<file path="src/rtl/usrt_pkg.sv">
// rtl/usrt_pkg.sv - shared USRT framing types and constants
package usrt_pkg;

    typedef enum logic [1:0] {
        IDLE,
        DATA,
        PARITY,
        STOP
    } rx_state_t;

    localparam int   FRAME_BITS = 11;
    localparam logic START_LVL  = 1'b0;
    localparam logic STOP_LVL   = 1'b1;

    localparam int   PAR_EVEN   = 0;
    localparam int   PAR_ODD    = 1;

endpackage

</file>
<file path="src/rtl/usrt_rx_shift.sv">
// rtl/usrt_rx_shift.sv - LSB-first serial-in shift register with enable and clear
module usrt_rx_shift #(
    parameter int WIDTH = 8
) (
    input  logic             clk,
    input  logic             clr,
    input  logic             en,
    input  logic             din,
    output logic [WIDTH-1:0] q
);

    // New bits enter at the MSB, so the first bit received settles in bit 0.
    always_ff @(posedge clk) begin
        if (clr) begin
            q <= '0;
        end else if (en) begin
            q <= {din, q[WIDTH-1:1]};
        end
    end

endmodule

</file>
<file path="src/rtl/usrt_rx_deframer.sv">
// rtl/usrt_rx_deframer.sv - receive framing FSM, parity/stop check and byte holding register
module usrt_rx_deframer
    import usrt_pkg::*;
#(
    parameter int DATA_BITS  = 8,
    parameter int PARITY_ODD = PAR_EVEN
) (
    input  logic                 pClk,
    input  logic                 pReset,
    input  logic                 baud_tick,
    input  logic                 rx_en,
    input  logic                 Tx,
    output logic [DATA_BITS-1:0] out_data,
    output logic                 out_valid,
    input  logic                 out_ack,
    output logic                 err_parity,
    output logic                 err_frame,
    output logic                 err_overrun,
    output logic                 busy
);

    localparam int   CNT_W   = $clog2(DATA_BITS + 1);
    localparam logic PAR_LVL = (PARITY_ODD != 0);

    rx_state_t            state_q, state_d;
    logic [CNT_W-1:0]     cnt_q, cnt_d;
    logic                 par_ok_q, par_ok_d;
    logic                 shift_en;
    logic [DATA_BITS-1:0] shift_q;
    logic                 commit;
    logic                 ep_d, ef_d, eo_d;

    usrt_rx_shift #(
        .WIDTH (DATA_BITS)
    ) u_shift (
        .clk (pClk),
        .clr (pReset),
        .en  (shift_en),
        .din (Tx),
        .q   (shift_q)
    );

    // State, bit counter and latched parity verdict.
    always_ff @(posedge pClk) begin
        if (pReset) begin
            state_q  <= IDLE;
            cnt_q    <= '0;
            par_ok_q <= 1'b0;
        end else begin
            state_q  <= state_d;
            cnt_q    <= cnt_d;
            par_ok_q <= par_ok_d;
        end
    end

    // Next state and frame outcome; everything moves only on baud ticks, except the rx_en abort.
    always_comb begin
        state_d  = state_q;
        cnt_d    = cnt_q;
        par_ok_d = par_ok_q;
        shift_en = 1'b0;
        commit   = 1'b0;
        ep_d     = 1'b0;
        ef_d     = 1'b0;
        eo_d     = 1'b0;
        if (!rx_en) begin
            state_d = IDLE;
            cnt_d   = '0;
        end else if (baud_tick) begin
            case (state_q)
                IDLE: begin
                    if (Tx == START_LVL) begin
                        state_d = DATA;
                        cnt_d   = '0;
                    end
                end
                DATA: begin
                    shift_en = 1'b1;
                    if (cnt_q == CNT_W'(DATA_BITS - 1)) begin
                        state_d = PARITY;
                        cnt_d   = '0;
                    end else begin
                        cnt_d = cnt_q + CNT_W'(1);
                    end
                end
                PARITY: begin
                    par_ok_d = (((^shift_q) ^ Tx) == PAR_LVL);
                    state_d  = STOP;
                end
                STOP: begin
                    state_d = IDLE;
                    if (Tx != STOP_LVL) begin
                        ef_d = 1'b1;
                    end else if (!par_ok_q) begin
                        ep_d = 1'b1;
                    end else if (out_valid && !out_ack) begin
                        eo_d = 1'b1;
                    end else begin
                        commit = 1'b1;
                    end
                end
                default: state_d = IDLE;
            endcase
        end
    end

    // Holding register: a commit beats a simultaneous ack so the new byte stays valid.
    always_ff @(posedge pClk) begin
        if (pReset) begin
            out_data  <= '0;
            out_valid <= 1'b0;
        end else if (commit) begin
            out_data  <= shift_q;
            out_valid <= 1'b1;
        end else if (out_ack) begin
            out_valid <= 1'b0;
        end
    end

    // One-cycle error pulses registered on the same edge as a commit would be.
    always_ff @(posedge pClk) begin
        if (pReset) begin
            err_parity  <= 1'b0;
            err_frame   <= 1'b0;
            err_overrun <= 1'b0;
        end else begin
            err_parity  <= ep_d;
            err_frame   <= ef_d;
            err_overrun <= eo_d;
        end
    end

    assign busy = (state_q != IDLE);

endmodule

</file>
<file path="config.mk">
export PLATFORM = sky130hd
export DESIGN_NAME = usrt_rx_deframer
export DESIGN_NICKNAME = d
export VERILOG_FILES = /design/src/rtl/usrt_pkg.sv /design/src/rtl/usrt_rx_shift.sv /design/src/rtl/usrt_rx_deframer.sv
export SDC_FILE = /design/constraint.sdc
export NUM_CORES = 1
export LEC_CHECK = 0
export ABC_AREA = 1
export BUFFER_PORTS_ARGS = -buffer_cell sky130_fd_sc_hd__buf_4
export CORE_MARGIN = 2
export CORE_UTILIZATION = 45
export CTS_CLUSTER_DIAMETER = 100
export CTS_CLUSTER_SIZE = 25
export DETAILED_ROUTE_END_ITERATION = 10
export GPL_TIMING_DRIVEN = 1
export PLACE_DENSITY = 0.65
export SLEW_MARGIN = 30
export SYNTH_ARGS = -nofsm -noshare
export SYNTH_HDL_FRONTEND = slang
export SYNTH_SLANG_ARGS = --single-unit
</file>
<file path="constraint.sdc">
create_clock -name pClk -period 1.8 [get_ports pClk]
set_input_delay 0.09 -clock pClk [delete_from_list [all_inputs] [get_ports pClk]]
set_output_delay 0.09 -clock pClk [all_outputs]
set_load 0.02 [all_outputs]
</file>
==> out/metrics.csv, run 1 <==
metric,value,unit
cts_buffers,3,
worstPathRequired,2030,ps
yosys_register_bits,27,
area_of_the_die,3410,um2
dpl.hpwl,1860,um
arrival,1780,ps
drcViolationCount,0,
timing_hold_violations_final,0,
insertedDiodeCount,0,
grt_start_max_net_pins,18,
cts_post_setup_buffers_inserted,0,
min_path_type,input pin to flip-flop,
synthesis.yosys.warnings,0,
clk_pin_slew,140,ps
timing.fmax,647,MHz
global_route.overflow_total,0,
totalNegativeSetupSlack,0,ps
cts_resized,0,
path_cells,"inv_1, ha_1, a21boi_2, o21ai_2, inv_2, nand2_1, nand2_1, nor3_2",
yosys-top-cells-area,"sky130_fd_sc_hd__dfxtp_1 41%, sky130_fd_sc_hd__nand2_1 15%, sky130_fd_sc_hd__a21oi_1 9.8%",
initialDrtViolationCount,42,
critical_path.startpoint,state_q[0]$_SDFFE_PP0P_,
post_synth_inst_count,192,
timing.final.ws_setup,254,ps
cts_hold_buf,2,
final-setup-viol-count,0,
worst-slew-pin-transition,435,ps
cts-htree-levels,1,
crit_top_cell,sky130_fd_sc_hd__nand2_1,
mean_cell_area_of_the_mapped_netlist,6.93,um2
drive_above_1_share,14.0,%
netlist.top_cell.by_area,sky130_fd_sc_hd__dfxtp_1,
ctsLongestPathBuffers,2,
whs,64.8,ps
synth.distinct_cells,22,
antenna_violating_nets_post_route,0,
syn_to_final_growth,15.4,%
cts_tree,done,
initial_utilization,47.9,%
std_cell_rows,19,
detail_route.wl_per_cell,9.94,um
detail_route.vias_per_cell,4.87,
grt_setup_unrepaired,no,
startpoint_type,flip-flop,
io_pins,19,
layout.cells.most_common_list,"52 x sky130_fd_sc_hd__nand2_1, 34 x sky130_fd_sc_hd__inv_1, 27 x sky130_fd_sc_hd__dfxtp_1",
minimum_setup_slack_after_placement,308,ps
critical_path.reg2reg.startpoint,state_q[0]$_SDFFE_PP0P_,
layout.cells.most_common,sky130_fd_sc_hd__nand2_1,
nets,227,
endpoint_kind,flip-flop,
die-height,58.4,um
worst_path_largest_cell_delay,420,ps
seq_area_frac_synth,40.6,%
timing.final.max_slew_violations,0,
fin_crit,1550,ps
placed_cells,239,
grt_first_pass_wirelength,4400,um
power.leakage,0.714,nW
skew_final,1.91,ps
drtPass1Iterations,4,
min_from,out_ack,
critical_path.max_fanout,5,
run_status,completed,
fp.coreArea,2780,um2
grt_use_total,16.2,%
timing.slew.headroom,70.9,%
stdcell_count,245,
grt_pass1_vias,1083,
detailroute.via_count,1192,
total_power_per_unit_cell_area,634,nW/um2
ctsRootBufferMaster,sky130_fd_sc_hd__clkbuf_4,
critPathKind,flip-flop to flip-flop,
detail_route.wirelength,2440,um
worstSkewPairLatency,320,ps
final_min_period_over_clock_period,85.9,%
maxCapViolCount,0,
clock-sinks,27,
synth_top_area_share,40.6,%
mappedNetlistArea,1330,um2
syn-num-nets,204,
worst_path_max_delay_cell,sky130_fd_sc_hd__dfxtp_1,
antenna_violations_before_repair,0,
peakVddDrop,479,uV
rd_place_congestion,0.828,
portBuffers,18,
die_width,58.4,um
## layout make-up
class                      instances  area, um2
multi-input combinational        127        637
clock buffer                       4       26.3
timing repair buffer              21        163
inverter                          35        131
fill                             258       1240
sequential                        27        541
tap                               31       38.8
## logic make-up (layout without fill, tap and decap cells)
logic type               after synthesis  in the layout  synth area share (%)
flip-flops                            27             27                  40.6
AO/OA/AOI/OAI                         46             46                  18.3
adder cells (fa/ha/maj)                6              6                  5.64
buffers and inverters                 38             60                  11.6
AND/OR/NAND/NOR                       75             75                  23.9
## per-stage QoR
stage | util [%] | total power, mW | area [um2]
6_report | 55.2 | 0.975 | 1540
5_1_grt | 55.2 | 1.03 | 1540
4_1_cts | 55.2 | 0.985 | 1540
3_5_place_dp | 53.6 | 0.722 | 1490
3_3_place_gp | 53.6 | 0.719 | 1490
2_1_floorplan | - | 0.692 | 1330
## flip-flops by register name, indices dropped and copies added, names as in the netlist
| register | cells |
|---|---|
| out_data | 8 |
| u_shift.q | 8 |
| cnt_q | 4 |
| state_q | 2 |
| err_frame | 1 |
| err_overrun | 1 |
| err_parity | 1 |
| out_valid | 1 |
| par_ok_q | 1 |
## per-layer routing
layer | vias to the layer above | wire length, um | track usage, %
li1 | 647 | - | -
met1 | 515 | 1140 | 20.5
met2 | 25 | 1180 | 27.6
met3 | 5 | 77 | 2.64
met4 | 0 | 31 | 5.98
met5 | - | 0 | 0
## synthesized netlist by cell type, drive strengths merged
cell / count
dfxtp: 27
nor2: 9
ha: 6
nor3: 3
and3: 1
nand2: 53
inv: 35
nand3: 6
a21oi: 26
o21ai: 19
or2: 1
buf: 2
a21boi: 1
nor4: 2
clkbuf: 1
## where the power goes
group	internal (mW)	switching [mW]	total, mW
Combinational	0.0404	0.0603	0.101
Clock	0.0867	0.176	0.263
Sequential	0.604	0.00712	0.611
Total	0.731	0.243	0.975
## path summary, 6_finish.rpt
check        slack [ps]  cells after the start                  endpoint
min reg2reg         450                      2  out_data[4]$_SDFFE_PP0P_
max reg2reg         250                      8     cnt_q[3]$_SDFFE_PP0P_
min                  60                      4    err_overrun$_SDFF_PP0_
max                 250                      8     cnt_q[3]$_SDFFE_PP0P_
## worst max-delay path: cells and delay by family (launching register included)
family	cells	cell delay, ps
compound gates	2	370
fa+ha+maj	1	260
buf+inv	2	200
flops	1	420
simple gates	3	210
(Power assumes the default switching activity.)
==> run 2: changes to the inputs <==
CORE_UTILIZATION = 40   (was 45)
PLACE_DENSITY = default   (was 0.65)
RECOVER_POWER = 100   (was default)
clock period = 1.5 ns   (was 1.8 ns; I/O delays follow)
==> run 2 against run 1 <==
  * Clock power up 22%
  * Via count is 2.9% higher
  * Hold slack worse by 13 ps
  * Routed wire length rose by 7.7%
  * Die area rose by 12%
  * Total power increased by 22%
  * Sequential share of layout area is 0.52 points lower
  * Maximum frequency up 8.1%
  * Sequential power grew 20%
  * Non-clock buffer count is 4 higher
  * Largest cell class unchanged
==> out/metrics.csv, run 2 (synthesis results as in run 1) <==
metric,value,unit,change
grt_pass1_vias,1049,,-3.1%
startpoint_type,flip-flop,,
syn_to_final_growth,18.2,%,
area_of_the_die,3810,um2,+12%
arrival,1680,ps,-100 ps
critPathKind,flip-flop to flip-flop,,
drtPass1Iterations,4,,unchanged
clock-sinks,27,,unchanged
worstSkewPairLatency,330,ps,about the same
top_regs,"out_data x8, u_shift.q x8, cnt_q x4",,
cts_buffers,3,,unchanged
dpl.hpwl,1920,um,+3.2%
cts_tree,done,,
nets,231,,+1.8%
timing.slew.headroom,82.7,%,+12 points
grt_start_max_net_pins,17,,-1
timing_hold_violations_final,0,,unchanged
initial_utilization,42.9,%,-5.0 points
die_width,61.7,um,+5.7%
total_power,1.19,mW,+22%
fin_crit,1430,ps,-116 ps
run_status,completed,,
global_route.overflow_total,0,,unchanged
grt_setup_unrepaired,yes,,
cts-htree-levels,1,,unchanged
detail_route.vias_per_cell,4.68,,-3.7%
antenna_violations_before_repair,0,,unchanged
antenna_violating_nets_post_route,0,,unchanged
grt_use_total,14.9,%,-1.3 points
skew_final,10.6,ps,+8.64 ps
totalNegativeSetupSlack,0,ps,unchanged
portBuffers,18,,unchanged
clk_pin_slew,140,ps,about the same
final.fill_count,347,,+34%
worst-slew-pin-transition,260,ps,-175 ps
detail_route.wirelength,2620,um,+7.7%
r2r_end,state_q[1]$_SDFFE_PP0P_,,
initialDrtViolationCount,36,,-14%
capture_point_of_the_critical_path,state_q[1]$_SDFFE_PP0P_,,
ctsLongestPathBuffers,2,,unchanged
grt_first_pass_wirelength,4300,um,-2.2%
min_path_type,input pin to flip-flop,,
drcViolationCount,0,,unchanged
timing.fmax,699,MHz,+8.1%
total_power_per_unit_cell_area,755,nW/um2,+19%
layout.cells.most_common_list,"52 x sky130_fd_sc_hd__nand2_1, 34 x sky130_fd_sc_hd__inv_1, 25 x sky130_fd_sc_hd__dfxtp_1",,
ctsRootBufferMaster,sky130_fd_sc_hd__clkbuf_4,,
endpoint_kind,flip-flop,,
peakVddDrop,567,uV,+18%
final-setup-viol-count,0,,unchanged
io_pins,19,,unchanged
worst_case_register_to_register_setup_slack,70,ps,-180 ps
fp.coreArea,3100,um2,+12%
worstPathRequired,1750,ps,-280 ps
std_cell_rows,20,,+1
power.leakage,0.686,nW,-3.9%
die-height,61.7,um,+5.7%
drive_above_1_share,13.3,%,-0.72 points
final_min_period_over_clock_period,95.3,%,+9.5 points
rd_place_congestion,0.784,,-5.3%
maxCapViolCount,0,,unchanged
critical_path.reg2reg.startpoint,state_q[1]$_SDFFE_PP0P_,,
cell_count_of_the_worst_reg_to_reg_path,8,,unchanged
insertedDiodeCount,0,,unchanged
critical_path.max_fanout,5,,unchanged
detail_route.wl_per_cell,10.0,um,+0.69%
detailroute.via_count,1227,,+2.9%
timing.final.max_slew_violations,0,,unchanged
critical_path.startpoint,state_q[1]$_SDFFE_PP0P_,,
layout.cells.most_common,sky130_fd_sc_hd__nand2_1,,
run 2: area by class of cell:
| cell class | count | area [um2] | share of cell area, % |
|---|---|---|---|
| clock buffer | 3 | 22.5 | 1.43 |
| clock inverter | 1 | 7.51 | 0.477 |
| inverter | 35 | 131 | 8.35 |
| multi-input combinational | 127 | 652 | 41.4 |
| sequential | 27 | 546 | 34.7 |
| tap | 44 | 55.1 | 3.50 |
| timing repair buffer | 25 | 160 | 10.2 |
run 2: timing repair:
item | in CTS | in global routing
hold endpoints to repair | 3 | 0
gates resized for setup | 2 | 6
setup endpoints to repair | 3 | 7
hold buffers | 2 | 0
setup buffers | 1 | 1
pin swaps | 1 | 1
run 2: critical path, cell delays in order (launching register included):
cell                      delay (ps)
sky130_fd_sc_hd__dfxtp_2         360
sky130_fd_sc_hd__inv_1           110
sky130_fd_sc_hd__ha_2            250
sky130_fd_sc_hd__inv_1            80
sky130_fd_sc_hd__a21oi_2         160
sky130_fd_sc_hd__a21oi_2          60
sky130_fd_sc_hd__nand2_1         120
sky130_fd_sc_hd__o21ai_0          90
sky130_fd_sc_hd__a21oi_1         130
run 2: report_power, final:
group	internal, mW	switching (mW)
registers	0.725	0.00902
logic	0.0564	0.0772
clock network	0.102	0.219
total	0.883	0.305
run 2: worst min path at each step:
stage | from | to | slack, ps | cells past startpoint
detailed placement | pReset | out_valid$_SDFFE_PP0P_ | 270 | 2
CTS | out_ack | err_overrun$_SDFF_PP0_ | 40 | 4
finish | out_ack | err_overrun$_SDFF_PP0_ | 50 | 4
floorplan | pReset | out_valid$_SDFFE_PP0P_ | 140 | 1
global route | rx_en | err_parity$_SDFF_PP0_ | 50 | 3
global placement | pReset | out_valid$_SDFFE_PP0P_ | 260 | 2
run 2: stage by stage:
stage	instances	utilization (%)	setup slack, ps	cell area (um2)	hold WS [ps]
6_report	262	50.7	69.9	1570	52.1
3_5_place_dp	254	49.4	-0.401	1530	269
3_3_place_gp	254	49.4	45.1	1530	265
2_1_floorplan	192	-	158	1330	144
5_1_grt	262	50.7	-57.3	1570	53.5
4_1_cts	261	51.5	7.74	1600	40.2
run 2: routing by layer:
layer  share of wire, %  GRT usage, %  vias to the layer above
li1                   -             -                      658
met1                 46          19.2                      544
met2                 49          25.1                       23
met3                4.3          4.35                        2
met4               0.76          2.74                        0
met5                  0             0                        -
==> run 3: changes to the inputs <==
SYNTH_HIERARCHICAL = 1   (was default)
==> run 3 against run 2 <==
  * First-iteration DRC count is 36% lower
  * Critical endpoint is now state_q[0]$_SDFFE_PP0P_
  * Non-clock buffer count is 1 lower
  * Routed wire length is 12% lower
  * Design area hardly changed
  * Synthesized area is 1.5% higher
  * Combinational power is 4% lower
  * Highest routed layer unchanged
  * Flip-flop and latch count stayed put
  * Total power is 1.8% lower
  * Clock power is 6% lower
==> out/metrics.csv, run 3 <==
metric,value,unit,change
final-setup-viol-count,0,,unchanged
grt_setup_unrepaired,yes,,
rd_place_congestion,0.807,,+3.0%
die-height,62.1,um,+0.70%
detailroute.wirelength.met2,1020,um,-20%
fp.coreArea,3280,um2,+5.8%
synth_simple_gate_area_share,27.5,%,+3.6 points
dpl.hpwl,1770,um,-7.9%
maxCapViolCount,0,,unchanged
multi_input_comb_area,661,um2,+1.3%
comb_power_share,11.0,%,-0.2 points
insertedDiodeCount,0,,unchanged
stdcell_count,264,,+0.76%
arrival,1610,ps,-70 ps
detail_route.vias_per_cell,4.28,,-8.5%
timing.final.ws_setup,106,ps,+35.9 ps
min_path_type,input pin to flip-flop,,
top_regs,"out_data x8, u_shift/q x8, cnt_q x4",,
synth_flop_cell,sky130_fd_sc_hd__dfxtp_1,,
total_power_per_unit_cell_area,742,nW/um2,-1.8%
timing.fmax,717,MHz,+2.6%
main_combinational_cell_family_by_area_after_synthesis,simple AND/OR/NAND/NOR gates,,
drtPass1Iterations,4,,unchanged
syn_to_final_growth,16.4,%,
grt_use_total,12.6,%,-2.3 points
cts_buffers,3,,unchanged
drive_above_1_share,16.1,%,+2.8 points
clock-sinks,27,,unchanged
antenna_violating_nets_post_route,0,,unchanged
design_area,1570,um2,about the same
yosys-top-cells-count,"47 x sky130_fd_sc_hd__nand2_1, 35 x sky130_fd_sc_hd__inv_1, 27 x sky130_fd_sc_hd__dfxtp_1",,
endpoint_kind,flip-flop,,
met3_wirelength,70,um,-38%
timing.slew.headroom,83.0,%,+0.35 points
clk_pin_slew,140,ps,about the same
final_min_period_over_clock_period,92.9,%,-2.4 points
grt_pass1_vias,992,,-5.4%
die_width,62.1,um,+0.70%
worst-slew-pin-transition,256,ps,-3.79 ps
ctsLongestPathBuffers,2,,unchanged
timing_hold_violations_final,0,,unchanged
detailroute.via_count,1131,,-7.8%
global_route.overflow_total,0,,unchanged
cell_internal_pwr,0.879,mW,-0.46%
detail_route.wirelength,2300,um,-12%
antenna_violations_before_repair,0,,unchanged
minimum_setup_slack_after_placement,27.5,ps,+27.9 ps
yosys-top-cells-area,"sky130_fd_sc_hd__dfxtp_1 40%, sky130_fd_sc_hd__nand2_1 13%, sky130_fd_sc_hd__inv_1 9.7%",,
mean_cell_area_of_the_mapped_netlist,7.00,um2,+0.98%
startpoint_type,flip-flop,,
area_of_the_die,3860,um2,+1.4%
critical_path.max_fanout,4,,-1
synthAdderAreaFrac,5.56,%,-0.084 points
worst_path_max_delay_cell,sky130_fd_sc_hd__dfxtp_2,,
final.fill_count,354,,+2.0%
critPathKind,flip-flop to flip-flop,,
postPlaceCellArea,1540,um2,+0.41%
worstSkewPairLatency,310,ps,-20 ps
path_cells,"inv_1, ha_2, inv_1, a21oi_2, a21oi_2, buf_4, a21oi_1, nor3_1",,
synth_compound_gate_area_share,11.9,%,-6.5 points
drcViolationCount,0,,unchanged
netlist.top_cell.by_area,sky130_fd_sc_hd__dfxtp_1,,
layout.cells.most_common_list,"47 x sky130_fd_sc_hd__nand2_1, 35 x sky130_fd_sc_hd__inv_1, 25 x sky130_fd_sc_hd__dfxtp_1",,
skew_final,1.42,ps,-9.13 ps
synth_enable_flop_cells,0,,unchanged
post_synth_inst_count,193,,+0.52%
initial_utilization,41.1,%,-1.8 points
share_seq_of_total_power,63.0,%,+1.3 points
critical_path.n_buffers_inverters,3,,+1
io_pins,19,,unchanged
synthXorXnorAreaFrac,1.94,%,+1.9 points
syn-num-nets,205,,+0.49%
grt_start_max_net_pins,17,,unchanged
worst_path_largest_cell_delay,350,ps,about the same
cts_tree,done,,
synth_top_area_share,40.0,%,-0.60 points
yosys-mux-area-fraction,0,%,unchanged
timing.final.max_slew_violations,0,,unchanged
initialDrtViolationCount,23,,-36%
ctsRootBufferMaster,sky130_fd_sc_hd__clkbuf_4,,
whs,71.4,ps,+19.3 ps
synth_most_common_cell,sky130_fd_sc_hd__nand2_1,,
power.leakage,0.639,nW,-6.8%
timing.critical_path.max_delay_family,flip-flops,,
yosys_register_bits,27,,unchanged
fin_crit,1390,ps,-35.9 ps
cts-htree-levels,1,,unchanged
netSwitchingFraction,24.7,%,-1.0 points
grt_first_pass_wirelength,4040,um,-6.1%
synth.distinct_cells,21,,-4.5%
layout.cells.most_common,sky130_fd_sc_hd__nand2_1,,
cts_post_setup_buffers_inserted,0,,-1
sequential_cell_area_in_the_final_layout,543,um2,-0.46%
synthesis.yosys.warnings,6,,+6
seq_area_frac_synth,40.0,%,-0.60 points
top_sig_layer,met4,,
share_clk_of_total_power,26.0,%,-1.0 points
p_sw,0.288,mW,-5.9%
synthArstFlopShare,0,%,unchanged
share_of_the_core_filled_with_cells,47.9,%,-2.8 points
run_status,completed,,
portBuffers,18,,unchanged
detail_route.wl_per_cell,8.71,um,-13%
peakVddDrop,269,uV,-52%
nets,231,,unchanged
placed_cells,258,,+1.6%
met1_length,1190,um,-1.6%
worstPathRequired,1720,ps,-30 ps
mappedNetlistArea,1350,um2,+1.5%
std_cell_rows,21,,+5.0%
run 3: worst paths after layout:
| check | from | end | slack (ps) | cells after the start |
|---|---|---|---|---|
| setup / recovery | state_q[1]$_SDFFE_PP0P_ | state_q[0]$_SDFFE_PP0P_ | 110 | 8 |
| setup reg to reg | state_q[1]$_SDFFE_PP0P_ | state_q[0]$_SDFFE_PP0P_ | 110 | 8 |
| hold / removal | baud_tick | err_frame$_SDFF_PP0_ | 70 | 3 |
| hold reg to reg | out_data[6]$_SDFFE_PP0P_ | out_data[6]$_SDFFE_PP0P_ | 450 | 2 |
run 3: what timing repair did:
| action | 4_1_cts | 5_1_grt |
|---|---|---|
| resized for setup | 0 | 8 |
| endpoints found under the setup margin | 0 | 18 |
| endpoints found under the hold margin | 3 | 0 |
| hold buffers | 2 | 0 |
run 3: layout make-up:
type | count | area share (%)
flip-flops and latches | 27 | 34.5
well taps | 46 | 3.66
clock buffers | 3 | 1.43
multi-input cells | 125 | 42.0
repair buffers | 24 | 8.91
inverters | 38 | 9.15
clock inverters | 1 | 0.318
run 3: logic make-up after synthesis:
| kind of cell | after synthesis |
|---|---|
| XOR/XNOR | 3 |
| adder cells (fa/ha/maj) | 6 |
| AND/OR/NAND/NOR | 87 |
| buffers and inverters | 41 |
| flip-flops | 27 |
| AO/OA/AOI/OAI | 29 |
run 3: power groups by stage:
| stage | combinational (mW) | sequential (mW) | clock (mW) |
|---|---|---|---|
| finish | 0.129 | 0.735 | 0.303 |
| global route | 0.146 | 0.737 | 0.376 |
| CTS | 0.124 | 0.734 | 0.328 |
| detailed placement | 0.120 | 0.750 | 0 |
| global placement | 0.120 | 0.750 | 0 |
| floorplan | 0.0833 | 0.748 | 0 |
run 3: routing by layer:
layer  vias up  GRT usage [%]
met3         2           2.54
li1        643              -
met4         0           5.00
met5         -              0
met1       474           15.8
met2        12           21.3
run 3: stage by stage:
stage	TNS (ps)	total power [mW]
after floorplan	0	0.831
after global placement	0	0.870
after detailed placement	0	0.870
after CTS	0	1.19
after global routing	-25.8	1.26
final	0	1.17
run 3: worst reg2reg max path, cell delays in order, from the launching register on:
cell	delay, ps
sky130_fd_sc_hd__dfxtp_2	350
sky130_fd_sc_hd__inv_1	110
sky130_fd_sc_hd__ha_2	250
sky130_fd_sc_hd__inv_1	80
sky130_fd_sc_hd__a21oi_2	130
sky130_fd_sc_hd__a21oi_2	50
sky130_fd_sc_hd__buf_4	140
sky130_fd_sc_hd__a21oi_1	130
sky130_fd_sc_hd__nor3_1	70
